==> config.mk <==
export PLATFORM = sky130hd
export DESIGN_NAME = multi_cycle_ctr
export DESIGN_NICKNAME = d
export VERILOG_FILES = /design/src/rtl/ctr_pkg.sv /design/src/rtl/ctr_decode.sv /design/src/rtl/multi_cycle_ctr.sv
export SDC_FILE = /design/constraint.sdc
export NUM_CORES = 1
export LEC_CHECK = 0
export CAP_MARGIN = 20
export CORE_MARGIN = 2
export CORE_UTILIZATION = 36
export CTS_CLUSTER_DIAMETER = 30
export CTS_CLUSTER_SIZE = 14
export DETAILED_ROUTE_END_ITERATION = 10
export GPL_TIMING_DRIVEN = 1
export PLACE_DENSITY = 0.77
export SLEW_MARGIN = 10
export SYNTH_ARGS = -nofsm -noshare
export SYNTH_HDL_FRONTEND = slang
export SYNTH_HIERARCHICAL = 1
export SYNTH_SLANG_ARGS = --single-unit
==> constraint.sdc <==
create_clock -name clk -period 2.15 [get_ports clk]
set_clock_uncertainty 0.15 [all_clocks]
set_input_delay 0.43 -clock clk [delete_from_list [all_inputs] [get_ports clk]]
set_output_delay 0.43 -clock clk [all_outputs]
set_load 0.02 [all_outputs]
==> src/rtl/ctr_pkg.sv <==
// Shared encodings for the multi-cycle control unit: ALU ops, opcode/funct
// values, FSM states, instruction classes and datapath mux selects.
package ctr_pkg;

  localparam logic [3:0] ALU_NONE = 4'd0;
  localparam logic [3:0] ALU_ADD  = 4'd1;
  localparam logic [3:0] ALU_SUB  = 4'd2;
  localparam logic [3:0] ALU_AND  = 4'd3;
  localparam logic [3:0] ALU_OR   = 4'd4;
  localparam logic [3:0] ALU_SLT  = 4'd5;

  localparam logic [5:0] OP_RTYPE = 6'b000000;
  localparam logic [5:0] OP_LW    = 6'b100011;
  localparam logic [5:0] OP_SW    = 6'b101011;
  localparam logic [5:0] OP_ADDI  = 6'b001000;
  localparam logic [5:0] OP_BEQ   = 6'b000100;
  localparam logic [5:0] OP_J     = 6'b000010;
  localparam logic [5:0] OP_JAL   = 6'b000011;

  localparam logic [5:0] F_ADD = 6'b100000;
  localparam logic [5:0] F_SUB = 6'b100010;
  localparam logic [5:0] F_AND = 6'b100100;
  localparam logic [5:0] F_OR  = 6'b100101;
  localparam logic [5:0] F_SLT = 6'b101010;
  localparam logic [5:0] F_JR  = 6'b001000;

  localparam logic [1:0] PCSRC_PC4    = 2'd0;
  localparam logic [1:0] PCSRC_BRANCH = 2'd1;
  localparam logic [1:0] PCSRC_JUMP   = 2'd2;
  localparam logic [1:0] PCSRC_RS     = 2'd3;

  localparam logic [1:0] REGDST_RD = 2'd0;
  localparam logic [1:0] REGDST_RT = 2'd1;
  localparam logic [1:0] REGDST_RA = 2'd2;

  localparam logic [1:0] WBSEL_ALU = 2'd0;
  localparam logic [1:0] WBSEL_MEM = 2'd1;
  localparam logic [1:0] WBSEL_PC4 = 2'd2;

  typedef enum logic [2:0] {
    S_IDLE,
    S_FETCH,
    S_DECODE,
    S_EXEC,
    S_MEM,
    S_WB,
    S_BRANCH,
    S_JUMP
  } state_t;

  typedef enum logic [3:0] {
    C_NONE,
    C_RALU,
    C_LW,
    C_SW,
    C_ADDI,
    C_BEQ,
    C_J,
    C_JAL,
    C_JR
  } iclass_t;

  // ALU_NONE doubles as "not an ALU funct" so the decoder can flag it.
  function automatic logic [3:0] funct_alu_op(input logic [5:0] funct);
    case (funct)
      F_ADD:   return ALU_ADD;
      F_SUB:   return ALU_SUB;
      F_AND:   return ALU_AND;
      F_OR:    return ALU_OR;
      F_SLT:   return ALU_SLT;
      default: return ALU_NONE;
    endcase
  endfunction

endpackage

==> src/rtl/ctr_decode.sv <==
// Combinational instruction decoder: classifies the IR word, gives the
// R-type ALU op and flags anything outside the supported set.
module ctr_decode
  import ctr_pkg::*;
#(
  parameter int INSTR_W = 32
) (
  input  logic [INSTR_W-1:0] instr,
  output iclass_t            iclass,
  output logic [3:0]         r_alu_op,
  output logic               illegal
);

  logic [5:0] opcode;
  logic [5:0] funct;
  logic       unused_bits;

  assign opcode      = instr[INSTR_W-1 -: 6];
  assign funct       = instr[5:0];
  assign unused_bits = ^instr[INSTR_W-7:6];

  always_comb begin
    iclass   = C_NONE;
    r_alu_op = funct_alu_op(funct);
    case (opcode)
      OP_RTYPE: begin
        if (funct == F_JR) begin
          iclass = C_JR;
        end else if (r_alu_op != ALU_NONE) begin
          iclass = C_RALU;
        end
      end
      OP_LW:   iclass = C_LW;
      OP_SW:   iclass = C_SW;
      OP_ADDI: iclass = C_ADDI;
      OP_BEQ:  iclass = C_BEQ;
      OP_J:    iclass = C_J;
      OP_JAL:  iclass = C_JAL;
      default: iclass = C_NONE;
    endcase
    illegal = (iclass == C_NONE);
  end

endmodule

==> src/rtl/multi_cycle_ctr.sv <==
// Multi-cycle MIPS-like control unit: FSM over fetch/decode/exec/mem/wb and
// branch/jump states, producing per-cycle datapath enables and selects.
module multi_cycle_ctr
  import ctr_pkg::*;
#(
  parameter int INSTR_W       = 32,
  parameter int ALUOP_W       = 4,
  parameter bit MEM_HANDSHAKE = 1'b1
) (
  input  logic               clk,
  input  logic               rst_n,
  input  logic [INSTR_W-1:0] instr,
  input  logic               mem_ready,
  input  logic               stall,
  output logic               pc_write,
  output logic               pc_write_cond,
  output logic [1:0]         pc_src,
  output logic               ir_write,
  output logic               iord,
  output logic               mem_read,
  output logic               mem_write,
  output logic               reg_write,
  output logic [1:0]         reg_dst,
  output logic [1:0]         wb_sel,
  output logic               alu_src,
  output logic [ALUOP_W-1:0] alu_op,
  output logic               instr_done,
  output logic               illegal
);

  state_t     state_q;
  state_t     state_d;
  iclass_t    cls_q;
  iclass_t    dec_cls;
  logic [3:0] alu_q;
  logic [3:0] dec_alu;
  logic       dec_illegal;
  logic       mem_rdy;
  logic       go;

  ctr_decode #(
    .INSTR_W(INSTR_W)
  ) u_decode (
    .instr   (instr),
    .iclass  (dec_cls),
    .r_alu_op(dec_alu),
    .illegal (dec_illegal)
  );

  assign mem_rdy = MEM_HANDSHAKE ? mem_ready : 1'b1;
  assign go      = !stall;

  always_ff @(posedge clk or negedge rst_n) begin
    if (!rst_n) begin
      state_q <= S_IDLE;
      cls_q   <= C_NONE;
      alu_q   <= ALU_NONE;
    end else begin
      state_q <= state_d;
      if (go && state_q == S_DECODE) begin
        cls_q <= dec_cls;
        alu_q <= dec_alu;
      end
    end
  end

  always_comb begin
    state_d = state_q;
    if (go) begin
      case (state_q)
        S_IDLE:   state_d = S_FETCH;
        S_FETCH:  if (mem_rdy) state_d = S_DECODE;
        S_DECODE: begin
          case (dec_cls)
            C_RALU, C_LW, C_SW, C_ADDI: state_d = S_EXEC;
            C_BEQ:                      state_d = S_BRANCH;
            C_J, C_JAL, C_JR:           state_d = S_JUMP;
            default:                    state_d = S_FETCH;
          endcase
        end
        S_EXEC:   state_d = (cls_q == C_LW || cls_q == C_SW) ? S_MEM : S_WB;
        S_MEM:    if (mem_rdy) state_d = (cls_q == C_LW) ? S_WB : S_FETCH;
        default:  state_d = S_FETCH;
      endcase
    end
  end

  // Every write/request term is qualified by go, so a stalled cycle is inert.
  always_comb begin
    pc_write      = 1'b0;
    pc_write_cond = 1'b0;
    pc_src        = PCSRC_PC4;
    ir_write      = 1'b0;
    iord          = 1'b0;
    mem_read      = 1'b0;
    mem_write     = 1'b0;
    reg_write     = 1'b0;
    reg_dst       = REGDST_RD;
    wb_sel        = WBSEL_ALU;
    alu_src       = 1'b0;
    alu_op        = ALUOP_W'(ALU_NONE);
    instr_done    = 1'b0;
    illegal       = 1'b0;
    case (state_q)
      S_FETCH: begin
        mem_read = go;
        if (mem_rdy) begin
          ir_write = go;
          pc_write = go;
        end
      end
      S_DECODE: begin
        if (dec_illegal) begin
          illegal    = go;
          instr_done = go;
        end
      end
      S_EXEC: begin
        alu_src = (cls_q == C_RALU);
        alu_op  = (cls_q == C_RALU) ? ALUOP_W'(alu_q) : ALUOP_W'(ALU_ADD);
      end
      S_MEM: begin
        iord      = 1'b1;
        mem_read  = go && (cls_q == C_LW);
        mem_write = go && (cls_q == C_SW);
        if (mem_rdy && cls_q == C_SW) begin
          instr_done = go;
        end
      end
      S_WB: begin
        reg_write  = go;
        instr_done = go;
        reg_dst    = (cls_q == C_RALU) ? REGDST_RD : REGDST_RT;
        wb_sel     = (cls_q == C_LW) ? WBSEL_MEM : WBSEL_ALU;
      end
      S_BRANCH: begin
        alu_op        = ALUOP_W'(ALU_SUB);
        alu_src       = 1'b1;
        pc_write_cond = go;
        pc_src        = PCSRC_BRANCH;
        instr_done    = go;
      end
      S_JUMP: begin
        pc_write   = go;
        instr_done = go;
        pc_src     = (cls_q == C_JR) ? PCSRC_RS : PCSRC_JUMP;
        if (cls_q == C_JAL) begin
          reg_write = go;
          reg_dst   = REGDST_RA;
          wb_sel    = WBSEL_PC4;
        end
      end
      default: begin
        pc_src = PCSRC_PC4;
      end
    endcase
  end

endmodule
**Word level (Yosys, flattened, before mapping)**

Memory sizes are Yosys's and may differ from the RTL's.
Cells that the tools add are included.

- ROM bits: 48
- Word-level logic and storage cells: 74
- Memories: 1
- Flip-flop bits (word level): 11

- Mux-type cells: 32
- Equal/unequal tests: 26
- Bitwise operators: 1
- Reduce and logical (&&, ||, !) cells: 11

Memories:

| memory | depth | width | read ports | clocked after Yosys merged registers in | write ports | line | source |
|---|---|---|---|---|---|---|---|
| (no name shown) | 16 | 3 | 1 | 0 | 0 | multi_cycle_ctr.sv:74 | `case (dec_cls)` |

Operators with widths:

| kind | number |
|---|---|
| == test 6 bit, second input constant | 7 |
| one-hot mux 4 bit (7 select lines) | 1 |
| one-hot mux 3 bit (5 select lines) | 1 |
| two-way mux 1 bit | 14 |
| == test 3 bit, second input constant | 4 |
| == test 6 x 2 -> 1 bit, second input constant | 2 |
| == test 6 x 4 -> 1 bit, second input constant | 2 |
| one-hot mux 2 bit (2 select lines) | 3 |
| one-hot mux 3 bit (4 select lines) | 1 |
| two-way mux 3 bit | 3 |
| == test 4 x 2 -> 1 bit, second input constant | 2 |
| two-way mux 4 bit | 2 |
| one-hot mux 1 bit (2 select lines) | 4 |
| one-hot mux 4 bit (2 select lines) | 1 |
| == test 3 x 2 -> 1 bit, second input constant | 2 |
| == test 6 x 3 -> 1 bit, second input constant | 1 |
| zero test 6 bit | 1 |
| == test 4 x 1 -> 1 bit, second input constant | 1 |
| == test 4 x 3 -> 1 bit, second input constant | 1 |
| == test 4 bit, second input constant | 1 |
| logical AND 1 bit | 4 |
| zero test 4 bit | 1 |
| != test 2 bit, second input constant | 2 |
| nonzero test 4 bit | 1 |
| other kinds (8) | 8 |

**Longest topological paths before layout**

Gate-level depths: netlist of the first run.

- Word-level depth: 9
- Mapped depth: 7
- Mapped depth without buffers: 7

**Modules after synthesis**

Netlist of the first run, hierarchy kept.

Modules (own cells, without submodules):

| module | area an instance (um^2) | seq. area each (um^2) | cells each | instances |
|---|---|---|---|---|
| multi_cycle_ctr | 829.5 | 275.3 | 92 | 1 |
| ctr_decode | 261.5 | 0.0 | 41 | 1 |

**Worst setup path before layout of the first run**

No wires, ideal clock.

- Path type: input to output
- Start point: input instr[1]
- End point: output instr_done
- Slack: -121 ps
- Arrival time: 1691 ps
- Cell stages on the path: 7
- Path through: buf_6 -> mux2_4 -> a211o_1 -> a21oi_2 -> a211oi_1 -> a21o_1 -> a22o_1

- Cells in the longest elaborated chain, start to end: 9
- Elaborated cells between the ends (all ways): 14
- Those cells by class: 6 x eq/ne; 6 x mux; 2 x reduce/logical

Ends and longest elaborated chain:

| element | line | source |
|---|---|---|
| start, declared | multi_cycle_ctr.sv:12 | `input logic [INSTR_W-1:0] instr,` |
| == test 6 bit | ctr_pkg.sv:65 | `case (funct)` |
| one-hot mux 3 bit (5 select lines) | ctr_pkg.sv:65 |  |
| nonzero test 4 bit | ctr_decode.sv:29 | `end else if (r_alu_op != ALU_NONE) begin` |
| two-way mux 1 bit | ctr_decode.sv:29 |  |
| two-way mux 4 bit * | ctr_decode.sv:27 | `if (funct == F_JR) begin` |
| one-hot mux 4 bit (7 select lines) * | ctr_decode.sv:25 | `case (opcode)` |
| zero test 4 bit * | ctr_decode.sv:41 | `illegal = (iclass == C_NONE);` |
| net dec_illegal | multi_cycle_ctr.sv:37 | `logic dec_illegal;` |
| two-way mux 1 bit * | multi_cycle_ctr.sv:113 | `if (dec_illegal) begin` |
| one-hot mux 1 bit (3 select lines) * | multi_cycle_ctr.sv:104 | `case (state_q)` |
| end, declared | multi_cycle_ctr.sv:27 | `output logic instr_done,` |

Mark *: on every way through the listed nets, which the timed path passes. The rest lies on a longest branch.

**Worst setup path after layout of the first run**

- Start point: input instr[2]
- End point: output instr_done

Same word-level chain as after synthesis.

==> results of run 1 <==
==> routing by layer <==
metal	track usage	wire, um	up-vias	share of wire
met2	0.4524	2487	82	0.52
met4	0.08766	186	0	0.039
met3	0.03057	262	24	0.055
met1	0.2776	1837	725	0.38
met5	0	0	-	0
li1	-	-	666	-
==> sequential cells by signal, summed over array words and instances, names as in the netlist <==
name and count:
state_q 3, cls_q 4, alu_q 4
==> worst max-delay path: cells and delay by family <==
kind            cells  cell delay, ns
compound gates      5            1.00
buf+inv             2            0.22
mux                 1            0.29
==> cell families after synthesis <==
group | after synthesis | synth area share
compound gates | 27 | 0.1743
xor+xnor | 4 | 0.03212
buf+inv | 17 | 0.08830
flops | 11 | 0.2523
mux | 10 | 0.1055
other cells | 1 | 0.003437
simple gates | 63 | 0.3441
==> power by group <==
part / switching, uW / internal, uW / leakage [uW]
Combinational: 518 / 512 / 0.000864
Clock: 81.8 / 68.9 / 0.0000177
Sequential: 58.1 / 262 / 0.000146
Total: 658 / 843 / 0.00103
==> worst max path at each step <==
stage,endpoint,startpoint,cells after the start
3_5_place_dp,instr_done,instr[2],8
2_1_floorplan,instr_done,instr[1],7
4_1_cts,instr_done,instr[2],8
3_3_place_gp,instr_done,instr[2],8
6_report,instr_done,instr[2],8
5_1_grt,instr_done,instr[2],8
==> metrics by stage <==
stage | power (uW) | std cells | worst slack [ns] | TNS, ns
floorplan | 744.3 | 133 | -0.1011 | -0.1011
global placement | 1126 | 240 | -1.097 | -8.047
detailed placement | 1150 | 240 | -1.142 | -9.108
CTS | 1362 | 251 | -0.3339 | -1.907
global route | 1578 | 255 | -0.4192 | -2.418
finish | 1501 | 255 | -0.3793 | -1.727
==> Yosys cell counts (3+ instances only) <==
library cell | n | share of area
nor2b_1 | 6 | 0.034
nand3_1 | 6 | 0.028
inv_1 | 7 | 0.024
nor2_1 | 12 | 0.041
buf_4 | 4 | 0.028
nand2_1 | 8 | 0.028
o21ai_0 | 3 | 0.014
nand4b_1 | 3 | 0.024
nor3_1 | 7 | 0.032
dfrtp_1 | 11 | 0.25
and3_1 | 5 | 0.029
mux2_2 | 5 | 0.052
mux2_1 | 3 | 0.031
a21oi_1 | 6 | 0.028
nor4b_1 | 3 | 0.024
==> area by class of cell <==
| type | instances | area [um^2] | area share |
|---|---|---|---|
| tap | 31 | 38.79 | 0.01856 |
| multi-input combinational | 105 | 932.1 | 0.4461 |
| sequential | 11 | 276.5 | 0.1323 |
| clock inverter | 1 | 5.005 | 0.002395 |
| clock buffer | 3 | 22.52 | 0.01078 |
| inverter | 8 | 30.03 | 0.01437 |
| timing repair buffer | 96 | 784.5 | 0.3754 |
==> timing repair <==
| action | in CTS | in global routing |
|---|---|---|
| buffers inserted | 8 | 7 |
| pin swaps | 13 | 21 |
| endpoints found under the setup margin | 23 | 21 |
| gates resized for setup | 140 | 55 |
==> run metrics, run 1 <==
Yosys cell types 51; die width between 50 and 60 um; Die H about 59 um; area of the core 2829 um^2; Final Util 0.7386; number of antenna diodes 0; number of synthesized flops with an enable pin 0; Hold Path Class in -> async; IO Port Bufs 35; largest net degree at the start of global routing 14; fin. max-slew vios 0; vias post-DR 1,497; fmax roughly 400 MHz; slew margin rel. 0.6340; synth warn 6; Root Buffer clkbuf_4; register area share after synthesis 0.2523; Syn Std Cell Area ~1100 um^2; num rows 19; total track usage 0.2416; most frequent cells in the layout 55 x buf_4, 19 x buf_6, 10 x dfrtp_1; initial antenna violation count 0; dpl hpwl 2.905 mm; flop-to-flop setup slack 0.34 ns; Crit-path slowest cell mux2_4; WHS roughly 0.35 ns; Pleak 0.001027 uW; first-pass GRT wire length 6.548 mm; Least-Margin Pin Slew 0.5472 ns; Total Routed Length 4.773 mm; Placement Cell Area 1798 um^2; final layout net count 261; crit-path cells buf_6 > mux2_4 > a211o_1 > a21oi_2 > a211oi_2 > a21o_1 > a22o_4 > buf_6; clock latency at the later pin of the worst-skew pair 0.27 ns; DR WL/cell 18.72 um; Setup violations, final 12; Max VDD drop 0.0005244 V; PnR worst setup slack -0.3793 ns; Setup Crit Path Kind in -> out; CTS buffer count 3; max cap viols 0; IO Count 56; worst r2r src state_q[2]; Post-CTS Hold Fix Bufs 0; most common cell after layout, fill and taps aside buf_4; Critical R2R Capture cls_q[1]; type of origin of the critical path input port; # DRC 0; Initial Utilization 0.3857; Worst-path clk slew about 0.090 ns; Syn Nets roughly 170; asr flop ratio synth 1.000; htree depth 1; Clock Sinks 11; vias in the first global route 1,488; most frequent CP cell buf_6; kind of end point of the critical path output pin; CP arrival around 2.0 ns; CTS tree done; Final Hold Fails 0; Vias/cell 5.871; Reg2Reg Depth 5; Synth Flop Type dfrtp_1; Syn-to-layout area delta 91.51%; Crit Path Max Fanout 2; crit share post-route 1.176; Congestion Overflow GR 0; routability congestion estimate about 0.91; antenna viol nets, final 0; failing checks negative setup slack; status complete, but fails checks; layout cell share with drive strength beyond 1 0.6205; CP peak stage delay 0.29 ns; Mean Syn Cell Area 8.203 um^2; Power Density 718.4 nW/um^2; Initial DRC Count 88; Die Area around 3500 um^2; min Tclk post-route 2.529 ns; Worst Path Required 1.57 ns; Design Area, Final 2090 um^2; Longest Clk Path Bufs 2; number of synthesized register bits 11; Initial DRT Pass Iterations 4; RSZ-0062 raised after global routing true; Gate Count Post-Synth 133; fillers between 150 and 200
No activity file was read; power rests on OpenSTA's default activity.
==> run 2: changes to the inputs <==
--- a/config.mk
+++ b/config.mk
@@ -7,12 +7,12 @@
 export LEC_CHECK = 0
 export CAP_MARGIN = 20
 export CORE_MARGIN = 2
-export CORE_UTILIZATION = 36
+export CORE_UTILIZATION = 40
 export CTS_CLUSTER_DIAMETER = 30
 export CTS_CLUSTER_SIZE = 14
 export DETAILED_ROUTE_END_ITERATION = 10
 export GPL_TIMING_DRIVEN = 1
-export PLACE_DENSITY = 0.77
+export PLACE_DENSITY = 0.81
 export SLEW_MARGIN = 10
 export SYNTH_ARGS = -nofsm -noshare
 export SYNTH_HDL_FRONTEND = slang
==> constraint.sdc (replaced) <==
create_clock -name clk -period 2.7 [get_ports clk]
set_clock_uncertainty 0.15 [all_clocks]
set_input_delay 0.54 -clock clk [delete_from_list [all_inputs] [get_ports clk]]
set_output_delay 0.54 -clock clk [all_outputs]
set_load 0.02 [all_outputs]
==> run 2 against run 1 <==
- the run now ends clean
- routed wire length down 26%
- sequential share of layout area up 2.3 points
- clock-buffer cell count up 1
- worst setup slack better by 0.43 ns
- first-iteration DRC count down 56%
- non-clock buffer count down 22
- global-route usage down 2.3 points
- combinational power down 46%
- critical endpoint unchanged
- highest routed layer unchanged
==> run metrics, run 2 (same netlist as run 1, synthesis figures left out) <==
DR WL/cell 15.23 um (-19%); Syn-to-layout area delta 62.96%; RSZ-0062 raised after global routing true; largest net degree at the start of global routing 17 (+3); total track usage 0.2190 (-0.02261); slew margin rel. 0.6680 (+0.03395); Power Density 530.0 nW/um^2 (-26%); Crit-path slowest cell o311ai_2; CTS buffer count 3 (unchanged); Final Util 0.7049 (-0.03375); IO Count 56 (unchanged); Least-Margin Pin Slew 0.4965 ns (-0.05076 ns); status finished, final reports clean; met2 usage 0.4134 (-0.03894); top flop regs alu_q (4), cls_q (4), state_q (3); CP arrival 1.96 ns (about the same); Initial DRC Count 39 (-56%); fmax 377.0 MHz; most common cell after layout, fill and taps aside buf_4; area of the core 2522 um^2 (-11%); worst r2r src state_q[0]; CTS tree done; die width 56.23 um (-4.8%); Worst Path Required 2.01 ns (+0.44 ns); min Tclk post-route 2.653 ns; # DRC 0 (unchanged); GRT met1 Usage 0.2589 (-0.01866); layout cell share with drive strength beyond 1 0.3663 (-0.2542); Max VDD drop 0.0005467 V (+4.3%); Crit Path Max Fanout 2 (unchanged); crit share post-route 0.9825; vias in the first global route 1,256 (-16%); number of antenna diodes 0 (unchanged); grt met3 use 0.03721 (+0.006642); Setup violations, final 0 (-12); Vias/cell 5.608 (-4.5%); Clock Sinks 11 (unchanged); antenna viol nets, final 0 (unchanged); Initial Utilization 0.4325 (+0.04687); fin cells 232 (-9.0%); final layout net count 239 (-8.4%); CP peak stage delay 0.25 ns (-0.04 ns); type of origin of the critical path input port; Die H 56.23 um (-4.8%); Final Hold Fails 0 (unchanged); dpl hpwl 2.576 mm (-11%); routability congestion estimate 0.8843 (-3.0%); worst path bufs/invs 2 (unchanged); Setup Crit Path Kind in -> out; Root Buffer clkbuf_4; Initial DRT Pass Iterations 4 (unchanged); initial antenna violation count 0 (unchanged); Longest Clk Path Bufs 2 (unchanged); Congestion Overflow GR 0 (unchanged); crit-path cells clkdlybuf4s15_1 > nor2_2 > mux2i_2 > o311ai_2 > a211oi_2 > a21o_1 > a22o_1 > buf_6; Hold Path Class reg -> reg; Pleak 0.0009084 uW (-12%); placed cells 225 (-6.3%); num rows 18 (-1); max cap viols 0 (unchanged); hold path start alu_q[1]; first-pass GRT wire length 5.616 mm (-14%); Total Routed Length 3.533 mm (-26%); Worst-path clk slew 0.07 ns (-0.02 ns); CP top delay family compound AO/OA/AOI/OAI gates; clock latency at the later pin of the worst-skew pair 0.27 ns (about the same); crit path launch instr[27]; IO Port Bufs 35 (unchanged); most frequent cells in the layout 38 x buf_4, 11 x dlygate4sd2_1, 10 x nor2_1, 10 x dfrtp_1; htree depth 1 (unchanged); Die Area 3161 um^2 (-9.3%); vias post-DR 1,301 (-13%); GRT busiest layer met2; kind of end point of the critical path output pin; fin. max-slew vios 0 (unchanged)
[run 2: cell count changes in the layout (fill, tap and decap cells not counted), sizes merged, moves of 2 or more]
cell           delta
dlymetal6s2s      +2
dlygate4sd2       +7
clkdlybuf4s50     +7
buf              -39
[run 2: report_power, final]
group	internal, uW	switching [uW]	total [uW]
registers	208	59.4	267
clock network	57.3	58.5	116
logic	272	287	559
[run 2: final cells by class]
| cell class | instances | area [um^2] |
|---|---|---|
| clock buffers | 4 | 26.28 |
| fillers | 199 | 744.5 |
| inverters | 8 | 30.03 |
| multi-input cells | 105 | 784.5 |
| flip-flops and latches | 11 | 276.5 |
| well taps | 30 | 37.54 |
| repair buffers | 74 | 623.1 |
[run 2: worst register-to-register path: cells and delay by family (launching register included)]
| kind | cells | cell delay, ns |
|---|---|---|
| buf+inv | 3 | 0.53 |
| mux | 1 | 0.35 |
| simple gates | 1 | 0.19 |
| flops | 1 | 0.47 |
[run 2: final timing paths]
kind / to / slack, ns / cells after the start
worst max-delay path: instr_done / 0.05 / 8
worst min-delay path: alu_q[1] / 0.34 / 1
worst max register to register: cls_q[2] / 0.90 / 5
worst min register to register: alu_q[1] / 0.34 / 1
max in group asynchronous: cls_q[0] / 1.59 / 1
min in group asynchronous: state_q[0] / 0.44 / 1
[run 2: repair_timing]
| item | in CTS | in global routing |
|---|---|---|
| setup endpoints to repair | 15 | 6 |
| gates resized for setup | 45 | 29 |
| buffers inserted | 1 | 2 |
| pin swaps | 9 | 11 |
| hold buffers | 0 | 0 |
[run 2: stage by stage]
stage                      TNS (ns)  power [uW]  cell area [um^2]  setup slack (ns)  hold WS, ns
after floorplan                   0       584.8              1091            0.2095      0.09441
after global placement       -2.127       805.2              1695           -0.7413       0.3173
after detailed placement     -2.368       827.5              1695           -0.7797       0.3197
after CTS                  -0.06979       932.6              1740          -0.06979       0.3358
after global routing      -0.009659        1001              1778         -0.009659       0.3496
final                             0       942.4              1778           0.04737       0.3369
[run 2: metal layers]
layer  wire, um  share of wire
met3        177          0.050
met4          7         0.0020
met1       1465           0.41
met2       1882           0.53
met5          0              0
==> run 3: changes to the inputs <==
--- a/config.mk
+++ b/config.mk
@@ -6,13 +6,15 @@
 export NUM_CORES = 1
 export LEC_CHECK = 0
 export CAP_MARGIN = 20
+export CELL_PAD_IN_SITES_DETAIL_PLACEMENT = 0
+export CELL_PAD_IN_SITES_GLOBAL_PLACEMENT = 1
 export CORE_MARGIN = 2
-export CORE_UTILIZATION = 40
-export CTS_CLUSTER_DIAMETER = 30
+export CORE_UTILIZATION = 28
+export CTS_CLUSTER_DIAMETER = 80
 export CTS_CLUSTER_SIZE = 14
 export DETAILED_ROUTE_END_ITERATION = 10
 export GPL_TIMING_DRIVEN = 1
-export PLACE_DENSITY = 0.81
+export PLACE_DENSITY_LB_ADDON = 0.1
 export SLEW_MARGIN = 10
 export SYNTH_ARGS = -nofsm -noshare
 export SYNTH_HDL_FRONTEND = slang
==> run 3 against run 2 <==
- fmax fell by 0.43%
- global-route usage fell by 6.3 points
- core utilization fell by 22 points
- worst hold slack got worse by 0.0035 ns
- sequential cell count did not move
- largest cell class unchanged
- die area rose by 40%
- critical path type unchanged
- design area rose by 2.0%
- via count fell by 6.9%
- sequential share of layout area fell by 0.30 points
==> run metrics, run 3 (same netlist as run 1, synthesis figures left out) <==
dpl ws -0.7897 ns (-0.009931 ns); Total Routed Length 3.086 mm (-13%); Setup violations, final 0 (unchanged); routability congestion estimate 0.7368 (-17%); Post-CTS Hold Fix Bufs 0 (unchanged); RSZ-0062 raised after global routing true; initial antenna violation count 0 (unchanged); crit-path cells dlygate4sd2_1 > nor2_4 > mux2i_4 > o311ai_4 > a211oi_2 > a21o_1 > a22o_1 > buf_6; most frequent cells in the layout 36 x buf_4, 11 x dlygate4sd2_1, 10 x nor2_1, 10 x dfrtp_1; Crit-path slowest cell dlygate4sd2_1; clock latency at the later pin of the worst-skew pair 0.24 ns (-0.03 ns); most common cell after layout, fill and taps aside buf_4; DR WL/cell 12.49 um (-18%); max cap viols 0 (unchanged); Worst Path Required 2.01 ns (about the same); vias in the first global route 1,254 (-0.16%); first-pass GRT wire length 5.354 mm (-4.7%); htree depth 1 (unchanged); Die H 66.42 um (+18%); Die Area 4412 um^2 (+40%); Initial DRC Count 57 (+46%); Initial DRT Pass Iterations 4 (unchanged); Final Util 0.4879 (-0.2170); # DRC 0 (unchanged); setup TNS 0 ns (unchanged); Initial Utilization 0.2936 (-0.1389); Crit Path Max Fanout 3 (+1); min Tclk post-route 2.664 ns (+0.01147 ns); Longest Clk Path Bufs 2 (unchanged); kind of end point of the critical path output pin; PnR worst setup slack 0.03590 ns (-0.01147 ns); CP arrival 1.97 ns (about the same); crit share post-route 0.9867 (+0.004249); antenna viol nets, final 0 (unchanged); fmax 375.4 MHz (-0.43%); IO Count 56 (unchanged); Vias/cell 4.903 (-13%); Pleak 0.0009615 uW (+5.8%); Clock Sinks 11 (unchanged); type of origin of the critical path input port; Congestion Overflow GR 0 (unchanged); Placement Cell Area 1710 um^2 (+0.89%); Hold Path Class reg -> reg; largest net degree at the start of global routing 21 (+4); Root Buffer clkbuf_8; CTS buffer count 3 (unchanged); Syn-to-layout area delta 66.17%; number of antenna diodes 0 (unchanged); total track usage 0.1559 (-0.06307); fin. max-slew vios 0 (unchanged); status finished, final reports clean; area of the core 3716 um^2 (+47%); Setup Crit Path Kind in -> out; num rows 22 (+4); die width 66.42 um (+18%); layout cell share with drive strength beyond 1 0.3467 (-0.01960); Power Density 542.0 nW/um^2 (+2.3%); vias post-DR 1,211 (-6.9%); dpl hpwl 2.471 mm (-4.1%); final layout net count 236 (-1.3%); Design Area, Final 1813 um^2 (+2.0%); Final Hold Fails 0 (unchanged); Worst-path clk slew 0.04 ns (-0.03 ns); top flop regs alu_q (4), cls_q (4), state_q (3); CTS tree done; CP peak stage delay 0.27 ns (+0.02 ns); IO Port Bufs 35 (unchanged); Max VDD drop 0.0003172 V (-42%)
-- run 3: layout make-up --
| class | instances | area (um^2) |
|---|---|---|
| clock buffer | 4 | 45.04 |
| fill | 389 | 1903 |
| inverter | 8 | 30.03 |
| multi-input combinational | 105 | 793.3 |
| sequential | 11 | 276.5 |
| tap | 48 | 60.06 |
| timing repair buffer | 71 | 608.1 |
-- run 3: report_power, final --
group	switching (uW)	internal [uW]	total (uW)	leakage, uW
combinational	286	276	562	0.000794
sequential	50.0	210	260	0.000145
clock	58.1	103	161	0.0000228
-- run 3: per-stage QoR --
stage                     std cells  hold WS [ns]  total power (uW)
after detailed placement        242        0.3308             827.1
after global routing            247        0.3664              1061
after floorplan                 133       0.09441             584.8
after global placement          242        0.3292             827.7
after CTS                       246        0.3414             987.4
final                           247        0.3334             982.6
-- run 3: metal layers --
metal | vias to the layer above | routed length, um | GRT usage
li1 | 614 | - | -
met1 | 577 | 1488 | 0.2041
met2 | 18 | 1489 | 0.2563
met3 | 2 | 103 | 0.04259
met4 | 0 | 4 | 0.03061
met5 | - | 0 | 0
-- run 3: worst paths after layout --
path,endpoint,depth (start not counted),slack [ns],startpoint
hold reg to reg,alu_q[3],1,0.33,alu_q[3]
setup / recovery,instr_done,8,0.04,instr[26]
hold / removal,alu_q[3],1,0.33,alu_q[3]
min in group asynchronous,state_q[0],1,0.48,rst_n
setup reg to reg,alu_q[2],5,0.99,state_q[0]
max in group asynchronous,state_q[2],1,1.57,rst_n
-- run 3: worst max-delay path, delay by kind of cell --
kind,cells,cell delay [ns]
AO/OA/AOI/OAI,4,0.78
buffers and inverters,2,0.40
AND/OR/NAND/NOR,1,0.16
multiplexers,1,0.10
-- run 3: what timing repair did --
| item | in CTS | in global routing |
|---|---|---|
| resized for setup | 38 | 27 |
| buffers inserted | 0 | 1 |
| setup endpoints to repair | 14 | 7 |
| pin swaps | 6 | 7 |
